### config.mk
export PLATFORM = sky130hd
export DESIGN_NAME = gpio_irq_flat
export DESIGN_NICKNAME = d
export VERILOG_FILES = /design/src/rtl/gpio_irq_pkg.sv /design/src/rtl/gpio_irq_if.sv /design/src/rtl/gpio_irq_debounce.sv /design/src/rtl/gpio_irq.sv /design/src/flat_wrapper.sv
export SDC_FILE = /design/constraint.sdc
export NUM_CORES = 1
export LEC_CHECK = 0
export BUFFER_PORTS_ARGS = -buffer_cell sky130_fd_sc_hd__buf_2
export CORE_ASPECT_RATIO = 1.2
export CORE_UTILIZATION = 50
export CTS_CLUSTER_SIZE = 28
export DETAILED_ROUTE_END_ITERATION = 7
export PLACE_DENSITY = 0.72
export SETUP_SLACK_MARGIN = 0.3
export SLEW_MARGIN = 20
export SYNTH_ARGS = -nofsm -noshare
export SYNTH_HDL_FRONTEND = slang
export SYNTH_SLANG_ARGS = --single-unit
### constraint.sdc
create_clock -name clk -period 2.5 [get_ports clk]
set_input_delay 0.5 -clock clk [delete_from_list [all_inputs] [get_ports clk]]
set_output_delay 0.5 -clock clk [all_outputs]
set_load 0.1 [all_outputs]
### src/rtl/gpio_irq_pkg.sv
// -----------------------------------------------------------------------------
// gpio_irq_pkg
// Shared definitions for the GPIO input-conditioning / interrupt block:
//   - default pin count and debounce length
//   - byte offsets of the software-visible registers
//   - a register-select enum and the address decoder that produces it
// -----------------------------------------------------------------------------
package gpio_irq_pkg;

  // Default number of pins and debounce length (cycles).
  localparam int GPIO_IRQ_WIDTH     = 8;
  localparam int GPIO_IRQ_DB_CYCLES = 16;

  // Register byte offsets inside the block's window.
  localparam logic [7:0] GPIO_IRQ_STATE   = 8'h00;
  localparam logic [7:0] GPIO_IRQ_IE      = 8'h04;
  localparam logic [7:0] GPIO_IRQ_TYPE    = 8'h08;
  localparam logic [7:0] GPIO_IRQ_POL     = 8'h0C;
  localparam logic [7:0] GPIO_IRQ_BOTH    = 8'h10;
  localparam logic [7:0] GPIO_IRQ_PENDING = 8'h14;
  localparam logic [7:0] GPIO_IRQ_DBEN    = 8'h18;

  // One-hot-free register selector produced by the address decoder.
  typedef enum logic [2:0] {
    REG_STATE   = 3'd0,
    REG_IE      = 3'd1,
    REG_TYPE    = 3'd2,
    REG_POL     = 3'd3,
    REG_BOTH    = 3'd4,
    REG_PENDING = 3'd5,
    REG_DBEN    = 3'd6,
    REG_NONE    = 3'd7
  } gpio_irq_reg_e;

  // Map a byte offset onto a register; anything unmapped is REG_NONE.
  function automatic gpio_irq_reg_e gpio_irq_decode(input logic [7:0] addr);
    gpio_irq_reg_e sel;
    case (addr)
      GPIO_IRQ_STATE:   sel = REG_STATE;
      GPIO_IRQ_IE:      sel = REG_IE;
      GPIO_IRQ_TYPE:    sel = REG_TYPE;
      GPIO_IRQ_POL:     sel = REG_POL;
      GPIO_IRQ_BOTH:    sel = REG_BOTH;
      GPIO_IRQ_PENDING: sel = REG_PENDING;
      GPIO_IRQ_DBEN:    sel = REG_DBEN;
      default:          sel = REG_NONE;
    endcase
    return sel;
  endfunction

endpackage

### src/rtl/gpio_irq_if.sv
// -----------------------------------------------------------------------------
// slave_bus_if
// Simple single-cycle register bus.
//   ss     : access qualifier
//   we     : 1 = write, 0 = read
//   addr   : byte offset within the slave window
//   wdata  : write data
//   rdata  : read data (combinational from addr in the slave)
//   bdone  : access complete (this slave always completes in one cycle)
// -----------------------------------------------------------------------------
interface slave_bus_if;
  logic        ss;
  logic        we;
  logic [7:0]  addr;
  logic [31:0] wdata;
  logic [31:0] rdata;
  logic        bdone;

  modport master (
    output ss, we, addr, wdata,
    input  rdata, bdone
  );

  modport slave (
    input  ss, we, addr, wdata,
    output rdata, bdone
  );
endinterface

### src/rtl/gpio_irq_debounce.sv
// -----------------------------------------------------------------------------
// gpio_debounce
// One pin of input conditioning: two-flop synchroniser followed by an optional
// debounce filter. With en=0 the output follows the synchronised input one
// cycle later. With en=1 the output only changes once the synchronised input
// has disagreed with it for DB_CYCLES consecutive cycles.
// Ports:
//   clk   : clock
//   rst_n : synchronous active-low reset
//   en    : debounce enable
//   in    : raw asynchronous pad value
//   out   : conditioned (registered) pin value
// -----------------------------------------------------------------------------
module gpio_debounce #(
  parameter int DB_CYCLES = 16
) (
  input  logic clk,
  input  logic rst_n,
  input  logic en,
  input  logic in,
  output logic out
);

  localparam int                CNT_W   = (DB_CYCLES > 2) ? $clog2(DB_CYCLES) : 1;
  localparam logic [CNT_W-1:0]  CNT_MAX = CNT_W'(DB_CYCLES - 1);
  localparam logic [CNT_W-1:0]  CNT_ONE = CNT_W'(1);
  localparam logic [CNT_W-1:0]  CNT_ZERO = CNT_W'(0);

  logic             s1_r;
  logic             s2_r;
  logic             deb_r;
  logic [CNT_W-1:0] cnt_r;

  // Synchroniser, mismatch counter and debounced level.
  always_ff @(posedge clk) begin
    if (!rst_n) begin
      s1_r  <= 1'b0;
      s2_r  <= 1'b0;
      deb_r <= 1'b0;
      cnt_r <= CNT_ZERO;
    end else begin
      s1_r <= in;
      s2_r <= s1_r;
      if (!en) begin
        // Filter bypassed: counter held at zero so re-enabling starts fresh.
        deb_r <= s2_r;
        cnt_r <= CNT_ZERO;
      end else if (s2_r == deb_r) begin
        cnt_r <= CNT_ZERO;
      end else if (cnt_r == CNT_MAX) begin
        // DB_CYCLES-th consecutive disagreement: accept the new level.
        deb_r <= s2_r;
        cnt_r <= CNT_ZERO;
      end else begin
        cnt_r <= cnt_r + CNT_ONE;
      end
    end
  end

  assign out = deb_r;

endmodule

### src/rtl/gpio_irq.sv
// -----------------------------------------------------------------------------
// gpio_irq
// Input conditioning and interrupt generation for WIDTH GPIO pins.
// Each pin is synchronised and optionally debounced (gpio_debounce), then
// checked for level or edge events. Events latch into PENDING, and the
// enabled pending bits are OR-ed into a registered irq.
// Ports:
//   clk      : clock
//   rst_n    : synchronous active-low reset
//   bus      : slave register port (STATE/IE/TYPE/POL/BOTH/PENDING/DBEN)
//   pin_in   : raw asynchronous pad values
//   pin_sync : conditioned pin values (same as STATE)
//   irq      : registered interrupt, |(PENDING & IE)
// -----------------------------------------------------------------------------
module gpio_irq
  import gpio_irq_pkg::*;
#(
  parameter int WIDTH     = GPIO_IRQ_WIDTH,
  parameter int DB_CYCLES = GPIO_IRQ_DB_CYCLES
) (
  input  logic             clk,
  input  logic             rst_n,
  slave_bus_if.slave       bus,
  input  logic [WIDTH-1:0] pin_in,
  output logic [WIDTH-1:0] pin_sync,
  output logic             irq
);

  localparam logic [WIDTH-1:0] ZERO_W = {WIDTH{1'b0}};

  // Software registers.
  logic [WIDTH-1:0] ie_r;
  logic [WIDTH-1:0] type_r;
  logic [WIDTH-1:0] pol_r;
  logic [WIDTH-1:0] both_r;
  logic [WIDTH-1:0] dben_r;
  logic [WIDTH-1:0] pend_r;
  logic             irq_r;

  // Conditioned pin levels and their one-cycle-delayed copy.
  logic [WIDTH-1:0] deb_s;
  logic [WIDTH-1:0] deb_q_r;

  // Bus decode.
  gpio_irq_reg_e    sel_s;
  logic             wr_s;
  logic [WIDTH-1:0] wr_data_s;
  logic             cfg_wr_s;
  logic [WIDTH-1:0] w1c_s;

  // Event and pending next-state.
  logic [WIDTH-1:0] rise_s;
  logic [WIDTH-1:0] fall_s;
  logic [WIDTH-1:0] edge_ev_s;
  logic [WIDTH-1:0] edge_next_s;
  logic [WIDTH-1:0] level_next_s;
  logic [WIDTH-1:0] pend_next_s;
  logic [WIDTH-1:0] rd_val_s;

  // Per-bit edge event selection: BOTH overrides POL.
  function automatic logic [WIDTH-1:0] edge_event(
    input logic [WIDTH-1:0] rise,
    input logic [WIDTH-1:0] fall,
    input logic [WIDTH-1:0] pol,
    input logic [WIDTH-1:0] both
  );
    return (both & (rise | fall)) | (~both & ((pol & rise) | (~pol & fall)));
  endfunction

  // ---------------------------------------------------------------------------
  // Per-pin conditioning
  // ---------------------------------------------------------------------------
  for (genvar gi = 0; gi < WIDTH; gi++) begin : g_pin
    gpio_debounce #(
      .DB_CYCLES (DB_CYCLES)
    ) u_deb (
      .clk   (clk),
      .rst_n (rst_n),
      .en    (dben_r[gi]),
      .in    (pin_in[gi]),
      .out   (deb_s[gi])
    );
  end

  // ---------------------------------------------------------------------------
  // Bus decode
  // ---------------------------------------------------------------------------
  assign sel_s     = gpio_irq_decode(bus.addr);
  assign wr_s      = bus.ss & bus.we;
  assign wr_data_s = bus.wdata[WIDTH-1:0];

  // Write-strobe decode: configuration-change and W1C masks.
  always_comb begin
    cfg_wr_s = 1'b0;
    w1c_s    = ZERO_W;
    if (wr_s) begin
      case (sel_s)
        REG_TYPE, REG_POL, REG_BOTH: cfg_wr_s = 1'b1;
        REG_PENDING:                 w1c_s    = wr_data_s;
        default:                     cfg_wr_s = 1'b0;
      endcase
    end else begin
      cfg_wr_s = 1'b0;
      w1c_s    = ZERO_W;
    end
  end

  // ---------------------------------------------------------------------------
  // Event detection and pending next-state
  // ---------------------------------------------------------------------------
  assign rise_s    = deb_s & ~deb_q_r;
  assign fall_s    = ~deb_s & deb_q_r;
  assign edge_ev_s = edge_event(rise_s, fall_s, pol_r, both_r);

  // Edge bits: a config write wipes them (and drops same-cycle events);
  // otherwise a new event wins over a simultaneous W1C.
  // Level bits: reloaded every cycle from the current level match.
  always_comb begin
    level_next_s = ~(deb_s ^ pol_r);
    if (cfg_wr_s) begin
      edge_next_s = ZERO_W;
    end else begin
      edge_next_s = (pend_r & ~w1c_s) | edge_ev_s;
    end
    pend_next_s = (type_r & edge_next_s) | (~type_r & level_next_s);
  end

  // ---------------------------------------------------------------------------
  // Registers
  // ---------------------------------------------------------------------------
  // Software-writable configuration registers.
  always_ff @(posedge clk) begin
    if (!rst_n) begin
      ie_r   <= ZERO_W;
      type_r <= ZERO_W;
      pol_r  <= ZERO_W;
      both_r <= ZERO_W;
      dben_r <= ZERO_W;
    end else if (wr_s) begin
      case (sel_s)
        REG_IE:   ie_r   <= wr_data_s;
        REG_TYPE: type_r <= wr_data_s;
        REG_POL:  pol_r  <= wr_data_s;
        REG_BOTH: both_r <= wr_data_s;
        REG_DBEN: dben_r <= wr_data_s;
        default:  ie_r   <= ie_r;
      endcase
    end
  end

  // Edge history, pending bits and the interrupt output.
  always_ff @(posedge clk) begin
    if (!rst_n) begin
      deb_q_r <= ZERO_W;
      pend_r  <= ZERO_W;
      irq_r   <= 1'b0;
    end else begin
      deb_q_r <= deb_s;
      pend_r  <= pend_next_s;
      irq_r   <= |(pend_r & ie_r);
    end
  end

  // ---------------------------------------------------------------------------
  // Read mux (combinational, zero-extended)
  // ---------------------------------------------------------------------------
  // Select register contents for the addressed offset.
  always_comb begin
    case (sel_s)
      REG_STATE:   rd_val_s = deb_s;
      REG_IE:      rd_val_s = ie_r;
      REG_TYPE:    rd_val_s = type_r;
      REG_POL:     rd_val_s = pol_r;
      REG_BOTH:    rd_val_s = both_r;
      REG_PENDING: rd_val_s = pend_r;
      REG_DBEN:    rd_val_s = dben_r;
      default:     rd_val_s = ZERO_W;
    endcase
    bus.rdata                = 32'd0;
    bus.rdata[WIDTH-1:0]     = rd_val_s;
  end

  assign bus.bdone = 1'b1;
  assign pin_sync  = deb_s;
  assign irq       = irq_r;

endmodule
### src/flat_wrapper.sv
// flat-port wrapper written by rule: the top's interface ports become plain ports
module gpio_irq_flat import gpio_irq_pkg::*;
#(
  parameter int WIDTH     = GPIO_IRQ_WIDTH,
  parameter int DB_CYCLES = GPIO_IRQ_DB_CYCLES
)
  (clk, rst_n, pin_in, pin_sync, irq, bus_ss, bus_we, bus_addr, bus_wdata, bus_rdata, bus_bdone);
  slave_bus_if bus_i ();
  input  logic clk;
  input  logic rst_n;
  input  logic [WIDTH-1:0] pin_in;
  output logic [WIDTH-1:0] pin_sync;
  output logic irq;
  input wire logic [$bits(bus_i.ss)-1:0] bus_ss;
  input wire logic [$bits(bus_i.we)-1:0] bus_we;
  input wire logic [$bits(bus_i.addr)-1:0] bus_addr;
  input wire logic [$bits(bus_i.wdata)-1:0] bus_wdata;
  output wire logic [$bits(bus_i.rdata)-1:0] bus_rdata;
  output wire logic [$bits(bus_i.bdone)-1:0] bus_bdone;
  assign bus_i.ss = bus_ss;
  assign bus_i.we = bus_we;
  assign bus_i.addr = bus_addr;
  assign bus_i.wdata = bus_wdata;
  assign bus_rdata = bus_i.rdata;
  assign bus_bdone = bus_i.bdone;
  gpio_irq #(.WIDTH(WIDTH), .DB_CYCLES(DB_CYCLES)) u_core (.clk(clk), .rst_n(rst_n), .bus(bus_i), .pin_in(pin_in), .pin_sync(pin_sync), .irq(irq));
endmodule
== Word level (Yosys, flattened, before mapping) ==
Cells that the tools add are included.
Storage, ports and cells
  flip-flop bits (word level): 113
  input bits: 52
  logic and storage cells: 181
Operators by class
  add/subtract/negate cells: 8
  eq/ne operators: 44
  multiplexer cells: 31
  bitwise gates (word level): 33
  reductions and logical operators: 25
Operator list (number)
  AND 8 bit: 10
  inverter 8 bit: 7
  case mux 8 bit (7 select lines): 1
  bitwise OR 8 bit: 5
  adder 4 x 1 -> 4 bit, second input constant: 8
  == test 4 bit, second input constant: 8
  != test 2 bit, second input constant: 16
  OR reduction 4 bit: 8
  two-way mux 1 bit: 26
  AND reduction 2 bit: 13
  == test 8 x 5 -> 1 bit, second input constant: 3
  two-way mux 8 bit: 3
  case mux 3 bit (7 select lines): 1
  == test 8 x 4 -> 1 bit, second input constant: 2
  == test 3 bit, second input constant: 3
  inverter 1 bit: 9
  == test 1 bit: 8
  == test 8 x 3 -> 1 bit, second input constant: 1
  zero test 8 bit: 1
  OR reduction 8 bit: 1
  bitwise XOR 8 bit: 1
  == test 3 x 2 -> 1 bit, second input constant: 2
  == test 3 x 1 -> 1 bit, second input constant: 1
  zero test 3 bit: 1
  2 further kinds: 2

== Logic depth before layout (Yosys ltp) ==
Gate-level depths: netlist (run 1).
  depth in word-level cells: 11
  depth in mapped cells: 7
  gate-level depth less buffers: 6

== Cells and area by module ==
Synthesis (run 1) repeated with hierarchy kept, for this count alone.
Unflattened totals
  cells, all modules: 541
  area total of the unflattened synthesis: 5332.6 sq um
Modules (own cells, without submodules)
  gpio_irq: times used 1, cells an instance 349, area each 3360.7 sq um, sequential area each 1141.1 sq um
  gpio_debounce: times used 8, cells an instance 24, area each 246.5 sq um, sequential area each 140.1 sq um

== Worst setup path before layout (run 1) ==
No wires, ideal clock.
  path type: input to output
  start: input port bus_addr[5]
  end: output port bus_rdata[3]
  data arrival time: 3056 ps
  required time: 2000 ps
  setup slack: -1056 ps
  cell stages on the path: 5
  buffers on the path: 2
  cells stage by stage: or3_4 -> buf_6 -> or3_2 -> clkbuf_1 -> a21oi_1
On the way
  longest elaborated chain between the ends: 4
  elaborated cells on any way between the ends: 16
  those cells by class: eq/ne (12); mux (2); reduce/logical (2)
RTL lines
  from (decl): RTL line flat_wrapper.sv:16  | input wire logic [$bits(bus_i.addr)-1:0] bus_addr;
  == test 8 x 5 -> 1 bit, or another cell as far along: RTL line gpio_irq_pkg.sv:38  | case (addr)
  case mux 3 bit (7 select lines) (*): RTL line gpio_irq_pkg.sv:38
  == test 3 bit, or another cell as far along: RTL line gpio_irq.sv:169  | case (sel_s)
  case mux 8 bit (7 select lines) (*): RTL line gpio_irq.sv:169
  to (decl): RTL line flat_wrapper.sv:18  | output wire logic [$bits(bus_i.rdata)-1:0] bus_rdata;
Every way passes the cells marked *; elsewhere a longest branch is shown, timed or not.

== Final worst setup path (run 1) ==
  start: input port bus_addr[5]
  end: output port bus_rdata[0]
The elaborated chain is that of the path after synthesis.

==> metrics, run 1 <==
count leader, synth=sky130_fd_sc_hd__dfxtp_1; critical-path maximum fanout=8; height of the chip=116 um; number of buffers inserted to repair setup after CTS=0; setup clock skew after layout=0.00649 ns; number of antenna violations at the first check in global routing=0; share of the synthesized area in the top cell type=0.416; sequential group share of total power=0.393; DRC Markers=0; endpoint class of the critical path=primary output; Post-Synthesis Cell Area=0.00544 mm^2; number of instances on the worst hold path=2; insertion delay of the later-clocked pin in the worst-skew pair=0.41 ns; root cell of the clock tree=sky130_fd_sc_hd__clkbuf_16; share of synthesized registers carrying an async set or reset=0; cell leakage power=around 2.8 nW; critical register-to-register path endpoint=u_core.pend_r[1]; cell area after placement=0.00585 mm^2; origin of the worst min-delay path=pin_in[0]; synthesized-area fraction occupied by ao, oa, aoi and oai cells=0.0908; Area growth syn-to-layout=19.4%; maximum number of pins on one net before global-route repair=50; number of core rows=41; share of the core filled with cells=0.615; leading post-synthesis cells by instance count=sky130_fd_sc_hd__dfxtp_1, sky130_fd_sc_hd__nor2_1, sky130_fd_sc_hd__nand2_1, sky130_fd_sc_hd__mux2i_1, sky130_fd_sc_hd__nand3_1; DR pass1 iterations=5; number of buffers added by the clock tree synthesis step=17; boundary pin count=94; end of the worst hold path=u_core.g_pin[0].u_deb.s1_r; net switching component of the power=0.00115 W; class of the worst hold path=in2reg; final-layout setup total negative slack=0 ns; die area=between 0.01 and 0.015 mm^2; number of distinct library cells after synthesis=41; sequential share of the synthesized area=0.416; remaining max-slew budget at the tightest pin=0.292; area leader, netlist=sky130_fd_sc_hd__dfxtp_1; via density per instance=around 5.4; global-route wire length before repair=just under 20 mm; Mapped Cells=587; arithmetic-cell share of the synthesized area counting full adders, half adders and majority gates=0.0552; type of element launching the critical path=primary input; total number of vias=4181; RSZ-0062 raised after global routing=yes; synth warn=0; Most used DFF post-synth=sky130_fd_sc_hd__dfxtp_1; internal power contribution=0.00356 W; post-layout instance area=around 0.0065 mm^2; # clock sinks=between 100 and 150; worst slew pin tran=1.06 ns; area share of and/or/nand/nor cells after synthesis=0.182; highest clock rate=between 400 and 500 MHz; fraction of layout cells with a size suffix above 1=0.214; 1st-iter DRT viols=~230; number of global-route vias before repair=between 4000 and 5000; share of the synthesized netlist area taken by xor and xnor gates=0.0515; worst path arrival time=between 1.5 and 2 ns; Die X=slightly below 100 um; slack of the worst reg-to-reg path=0.82 ns; flip-flop and latch count after synthesis=113; mux share of post-synthesis cell area=0.116; core area=0.0106 mm^2; detailed-route wire length=~12 mm; placer congestion estimate=0.847; count of antenna diodes in the layout=0; initial core utilization=0.515; data required time of the critical path=roughly 2.0 ns; Syn Area/Cell=9.27 um^2; top cells by area, synth=sky130_fd_sc_hd__dfxtp_1, sky130_fd_sc_hd__mux2i_1, sky130_fd_sc_hd__ha_1; dpl hpwl=about 8.0 mm; main combinational cell family by area after synthesis=simple AND/OR/NAND/NOR gates; number of max-slew violations in the final report=0; number of buffers added on ports=44; min Tclk post-route=2.34 ns; Avg WL per Cell=15.4 um; clock transition at the registers of the reported paths=0.05 ns; share of the clock period used by the worst path=0.934; number of hold buffers added after cts=0; power per unit of standard cell area=725 mW/mm^2; proportion of power drawn by the clock network=0.520; Comb pwr share=0.087; count of flip-flops with a built-in enable after synthesis=0; gr usage total=0.221; CTS H-tree depth=4; outcome=finished, final reports clean; classification of the worst setup path=in2out; Sw Share=0.244; final-report hold violation count=0; maximum count of clock buffers along a single path=2; CTS tree=done; Hold WS=~0.29 ns; remaining antenna violation count after routing=0; maximum capacitance violations=0; post-layout net count=707; depth of the worst register-to-register path=6; Max VDD drop=0.443 mV; count of final setup violators=0; total global routing overflow=0; reg2reg start=u_core.g_pin[1].u_deb.out
==> metal layers <==
| layer | part of all wire | vias up | GRT usage |
|---|---|---|---|
| li1 | - | 2061 | - |
| met1 | 0.42 | 1985 | 0.248 |
| met2 | 0.51 | 117 | 0.392 |
| met3 | 0.050 | 18 | 0.0676 |
| met4 | 0.016 | 0 | 0.0951 |
| met5 | 0 | - | 0 |
==> layout by cell type (no fill, tap or decap), drive strengths merged, types with 11 or more instances in the layout <==
cell type / netlist / final
o2bb2ai: 11 / 11
xor2: 24 / 24
ha: 24 / 24
mux2i: 43 / 43
conb: 2 / 25
and2: 16 / 16
clkbuf: 15 / 22
nor2: 69 / 69
o21ai: 24 / 24
a21oi: 11 / 11
nand2: 44 / 44
inv: 25 / 25
buf: 44 / 61
nand3: 41 / 41
dfxtp: 113 / 113
==> stage by stage <==
stage | power (W) | std cells | setup slack, ns
finish | 0.00471 | 773 | 0.164
global route | 0.00486 | 773 | 0.131
CTS | 0.00475 | 773 | 0.151
detailed placement | 0.00229 | 741 | 0.0838
global placement | 0.00228 | 741 | 0.0944
floorplan | 0.00224 | 610 | -0.0606
==> worst max path at each step <==
stage	from	endpoint	slack [ns]	cells after the start
final	bus_addr[5]	bus_rdata[0]	0.16	5
after global routing	bus_addr[5]	bus_rdata[3]	0.13	5
after CTS	bus_addr[5]	bus_rdata[6]	0.15	5
after detailed placement	bus_addr[4]	u_core.pend_r[1]	0.08	6
after global placement	bus_addr[4]	u_core.pend_r[6]	0.09	6
after floorplan	bus_addr[5]	bus_rdata[3]	-0.06	5
==> flip-flops by register name, indices dropped and copies added (netlist names) <==
register and flops:
u_core.both_r 8, u_core.g_pin.u_deb.s2_r 8, u_core.g_pin.u_deb.s1_r 8, u_core.ie_r 8, u_core.pol_r 8, u_core.irq 1
u_core.pend_r 8, u_core.g_pin.u_deb.out 8, u_core.g_pin.u_deb.cnt_r 32, u_core.deb_q_r 8, u_core.type_r 8, u_core.dben_r 8
==> critical path, cell delays in order <==
cell and delay (ns):
sky130_fd_sc_hd__buf_6 0.09, sky130_fd_sc_hd__or3_4 0.38, sky130_fd_sc_hd__or3_4 0.48, sky130_fd_sc_hd__nor2_4 0.19, sky130_fd_sc_hd__buf_12 0.19
==> cells by family (layout without fill, tap and decap cells) <==
kind of cell | count (synthesis) | after routing
AOI/OAI and AO/OA | 69 | 69
xor gates and xnor gates | 32 | 32
adders and majority gates | 24 | 24
buffers and inverters | 84 | 118
DFF | 113 | 113
muxes | 56 | 56
other | 2 | 25
and+or+nand+nor | 207 | 207
==> power by group through the flow <==
stage	logic, W	clock network [W]	registers, W
2_1_floorplan	0.000362	0	0.00188
3_3_place_gp	0.000396	0	0.00189
3_5_place_dp	0.000400	0	0.00189
4_1_cts	0.000405	0.00249	0.00185
5_1_grt	0.000432	0.00257	0.00185
6_report	0.000408	0.00245	0.00185
==> final cells by class <==
cell class                      instances  area (um^2)
Multi-Input combinational cell        413         2900
Sequential cell                       113         2260
Tap cell                              129          161
Inverter                               25         93.8
Timing Repair Buffer                   61          479
Clock buffer                           22          474
Fill cell                             888         4070
Clock inverter                         10          133
==> repair_timing <==
item	in CTS	in global routing
pin swaps	2	5
endpoints found under the setup margin	8	8
resized for setup	4	5
Power figures use the tool's default switching activity.
==> run 2, diff against run 1 <==
- ABC_AREA: unset -> 1
==> run 2 against run 1 <==
  * Hold slack worse by 0.020 ns
  * Sequential cell count unchanged
  * First-iteration DRC count up 22%
  * Critical path type unchanged
  * Core utilization up 3.7 points
==> metrics, run 2 <==
class of the worst hold path=in2reg; ordered cell list for the critical path=buf_2 > inv_2 > nand2_1 > nor2_1 > nand4_1 > inv_2 > buf_6 > nand2_2 > nand4_1 > buf_12; outcome=finished, final reports clean; start point of the critical path=bus_addr[5]; count leader, synth=sky130_fd_sc_hd__nand2_1; critical register-to-register path endpoint=u_core.pend_r[7]; Largest Register=u_core.g_pin.u_deb.cnt_r; Sw Share=0.241 (-0.00272); maximum count of clock buffers along a single path=2 (unchanged); count of antenna diodes in the layout=0 (unchanged); core area=0.0110 mm^2 (+4.4%); root cell of the clock tree=sky130_fd_sc_hd__clkbuf_16; boundary pin count=94 (unchanged); number of buffers added on ports=44 (unchanged); total global routing overflow=0 (unchanged); via density per instance=5.12 (-5.4%); # clock sinks=113 (unchanged); count of final setup violators=0 (unchanged); Avg WL per Cell=14.0 um (-8.8%); worst slew pin tran=0.679 ns (-0.378 ns); CTS tree=done; number of buffers added by the clock tree synthesis step=17 (unchanged); number of antenna violations at the first check in global routing=0 (unchanged); type of element launching the critical path=primary input; insertion delay of the later-clocked pin in the worst-skew pair=0.41 ns (about the same); synth warn=0 (unchanged); delay-heaviest family, CP=buffers and inverters; sequential share of the synthesized area=0.400 (-0.0160); area leader, netlist=sky130_fd_sc_hd__dfxtp_1; post-layout net count=914 (+29%); number of distinct library cells after synthesis=40 (-2.4%); share of the clock period used by the worst path=0.908 (-0.0264); stage delay of the slowest cell on the critical path=0.21 ns (-0.27 ns); DRC Markers=0 (unchanged); proportion of power drawn by the clock network=0.531 (+0.011); slack of the worst reg-to-reg path=1.06 ns (+0.24 ns); number of filler cells placed in the layout=895 (+0.79%); classification of the worst setup path=in2out; data required time of the critical path=2.00 ns (about the same); initial core utilization=0.513 (-0.00212); cell leakage power=3.36 nW (+21%); global-route wire length before repair=22.1 mm (+14%); Mapped Cells=762 (+30%); Area growth syn-to-layout=27.0%; endpoint class of the critical path=primary output; Die X=99.1 um (+1.9%); placer congestion estimate=0.864 (+2.0%); height of the chip=119 um (+1.9%); leading post-synthesis cells by instance count=sky130_fd_sc_hd__nand2_1, sky130_fd_sc_hd__dfxtp_1, sky130_fd_sc_hd__inv_1, sky130_fd_sc_hd__nor2_1, sky130_fd_sc_hd__o21ai_0; path length in cells of the critical path=10 (+5); share of synthesized registers carrying an async set or reset=0 (unchanged); sequential group share of total power=0.381 (-0.012); net switching component of the power=0.00117 W (+2.1%); total number of vias=5024 (+20%); clock transition at the registers of the reported paths=0.05 ns (about the same); gr usage total=0.241 (+0.0204); reg2reg start=u_core.g_pin[7].u_deb.out; final-layout setup total negative slack=0 ns (unchanged); remaining max-slew budget at the tightest pin=0.545 (+0.253); setup clock skew after layout=0.00590 ns (-0.000589 ns); DR pass1 iterations=5 (unchanged); storage element area=0.00226 mm^2 (about the same); number of max-slew violations in the final report=0 (unchanged); count of flip-flops with a built-in enable after synthesis=0 (unchanged); highest clock rate=441 MHz (+2.9%); die area=0.0118 mm^2 (+3.9%); maximum capacitance violations=0 (unchanged); dpl hpwl=8.68 mm (+8.5%); post-layout total power=0.00486 W (+3.2%); RSZ-0062 raised after global routing=yes; share of the synthesized area in the top cell type=0.400 (-0.0160); number of global-route vias before repair=4839 (+19%); remaining antenna violation count after routing=0 (unchanged); depth of the worst register-to-register path=7 (+1); worst path arrival time=1.77 ns (-0.07 ns); most frequent cells in the layout=sky130_fd_sc_hd__nand2_1, sky130_fd_sc_hd__dfxtp_1, sky130_fd_sc_hd__inv_1; 1st-iter DRT viols=286 (+22%); final-report hold violation count=0 (unchanged); sum of buffers and inverters on the critical path=5 (+3); number of hold buffers added after cts=0 (unchanged); internal power contribution=0.00369 W (+3.6%); fraction of layout cells with a size suffix above 1=0.218 (+0.00336); Post-Synthesis Cell Area=0.00566 mm^2 (+4.0%); detailed-route wire length=13.8 mm (+16%); area of combinational cells with multiple inputs=0.00289 mm^2 (-0.30%); Comb pwr share=0.088 (about the same); Most used DFF post-synth=sky130_fd_sc_hd__dfxtp_1; Syn Area/Cell=7.43 um^2 (-20%); capturing instance or port of the critical path=bus_rdata[5]; slowest cell on the critical path=sky130_fd_sc_hd__buf_12; Max VDD drop=0.450 mV (+1.7%); number of flip-flops in the largest register=32 (unchanged); min Tclk post-route=2.27 ns (-0.0659 ns); most common library cell in the layout ignoring fill and taps=sky130_fd_sc_hd__nand2_1; critical-path maximum fanout=4 (-4); top cells by area, synth=sky130_fd_sc_hd__dfxtp_1, sky130_fd_sc_hd__nand2_1, sky130_fd_sc_hd__inv_1; Placed Cells=928 (+25%); maximum number of pins on one net before global-route repair=56 (+12%); power per unit of standard cell area=676 mW/mm^2 (-6.7%); number of core rows=42 (+2.4%); CTS H-tree depth=4 (unchanged); flip-flop and latch count after synthesis=113 (unchanged); non-filler instance count after layout=982 (+27%); Hold WS=0.269 ns (-0.0204 ns)
-- run 2: per-stage QoR --
| stage | worst slack [ns] | utilization | instance area, um^2 |
|---|---|---|---|
| after floorplan | 0.00136 | - | 5840 |
| after global placement | 0.125 | 0.556 | 6140 |
| after detailed placement | 0.117 | 0.556 | 6140 |
| after CTS | 0.260 | 0.641 | 7070 |
| after global routing | 0.172 | 0.652 | 7190 |
| final | 0.230 | 0.652 | 7190 |
-- run 2: power groups by stage --
stage	registers [W]	clock network [W]	logic [W]
after floorplan	0.00188	0	0.000345
after global placement	0.00189	0	0.000376
after detailed placement	0.00189	0	0.000381
after CTS	0.00185	0.00261	0.000414
after global routing	0.00185	0.00271	0.000451
final	0.00185	0.00258	0.000426
-- run 2: repair_timing --
action,in CTS,in global routing
resized for setup,36,22
endpoints found under the setup margin,8,8
pin swaps,14,17
setup buffers,17,6
-- run 2: tightest hold or removal path, stage by stage --
cell                      delay (ns)
sky130_fd_sc_hd__buf_2          0.07
sky130_fd_sc_hd__nand2_1        0.04
sky130_fd_sc_hd__inv_1          0.04
-- run 2: layer usage --
layer | up-vias | share of wire | routed length (um) | track usage
met2 | 159 | 0.51 | 7070 | 0.417
li1 | 2516 | - | - | -
met1 | 2301 | 0.40 | 5490 | 0.268
met5 | - | 0 | 0 | 0
met4 | 0 | 0.045 | 616 | 0.160
met3 | 48 | 0.045 | 621 | 0.0467
-- run 2: cells by family after synthesis --
family          share of synthesized area
simple gates                        0.262
fa+ha+maj                          0.0530
flops                               0.400
other cells                       0.00133
compound gates                      0.121
xor+xnor                           0.0248
buf+inv                             0.138
-- run 2: final cells by class --
type                       count  share of cell area
inverter                     116              0.0649
timing repair buffer          83               0.108
sequential                   113               0.315
clock buffer                  22              0.0673
multi-input combinational    507               0.401
tap                          132              0.0230
clock inverter                 9              0.0214
-- run 2: how the worst min path moves through the flow --
| stage | start | end | slack (ns) | cells after the start |
|---|---|---|---|---|
| floorplan | u_core.g_pin[0].u_deb.s1_r | u_core.g_pin[0].u_deb.s2_r | 0.39 | 2 |
| global route | pin_in[2] | u_core.g_pin[2].u_deb.s1_r | 0.28 | 3 |
| global placement | u_core.g_pin[3].u_deb.s1_r | u_core.g_pin[3].u_deb.s2_r | 0.39 | 2 |
| detailed placement | u_core.g_pin[7].u_deb.s1_r | u_core.g_pin[7].u_deb.s2_r | 0.40 | 2 |
| finish | pin_in[6] | u_core.g_pin[6].u_deb.s1_r | 0.27 | 3 |
| CTS | pin_in[6] | u_core.g_pin[6].u_deb.s1_r | 0.26 | 3 |
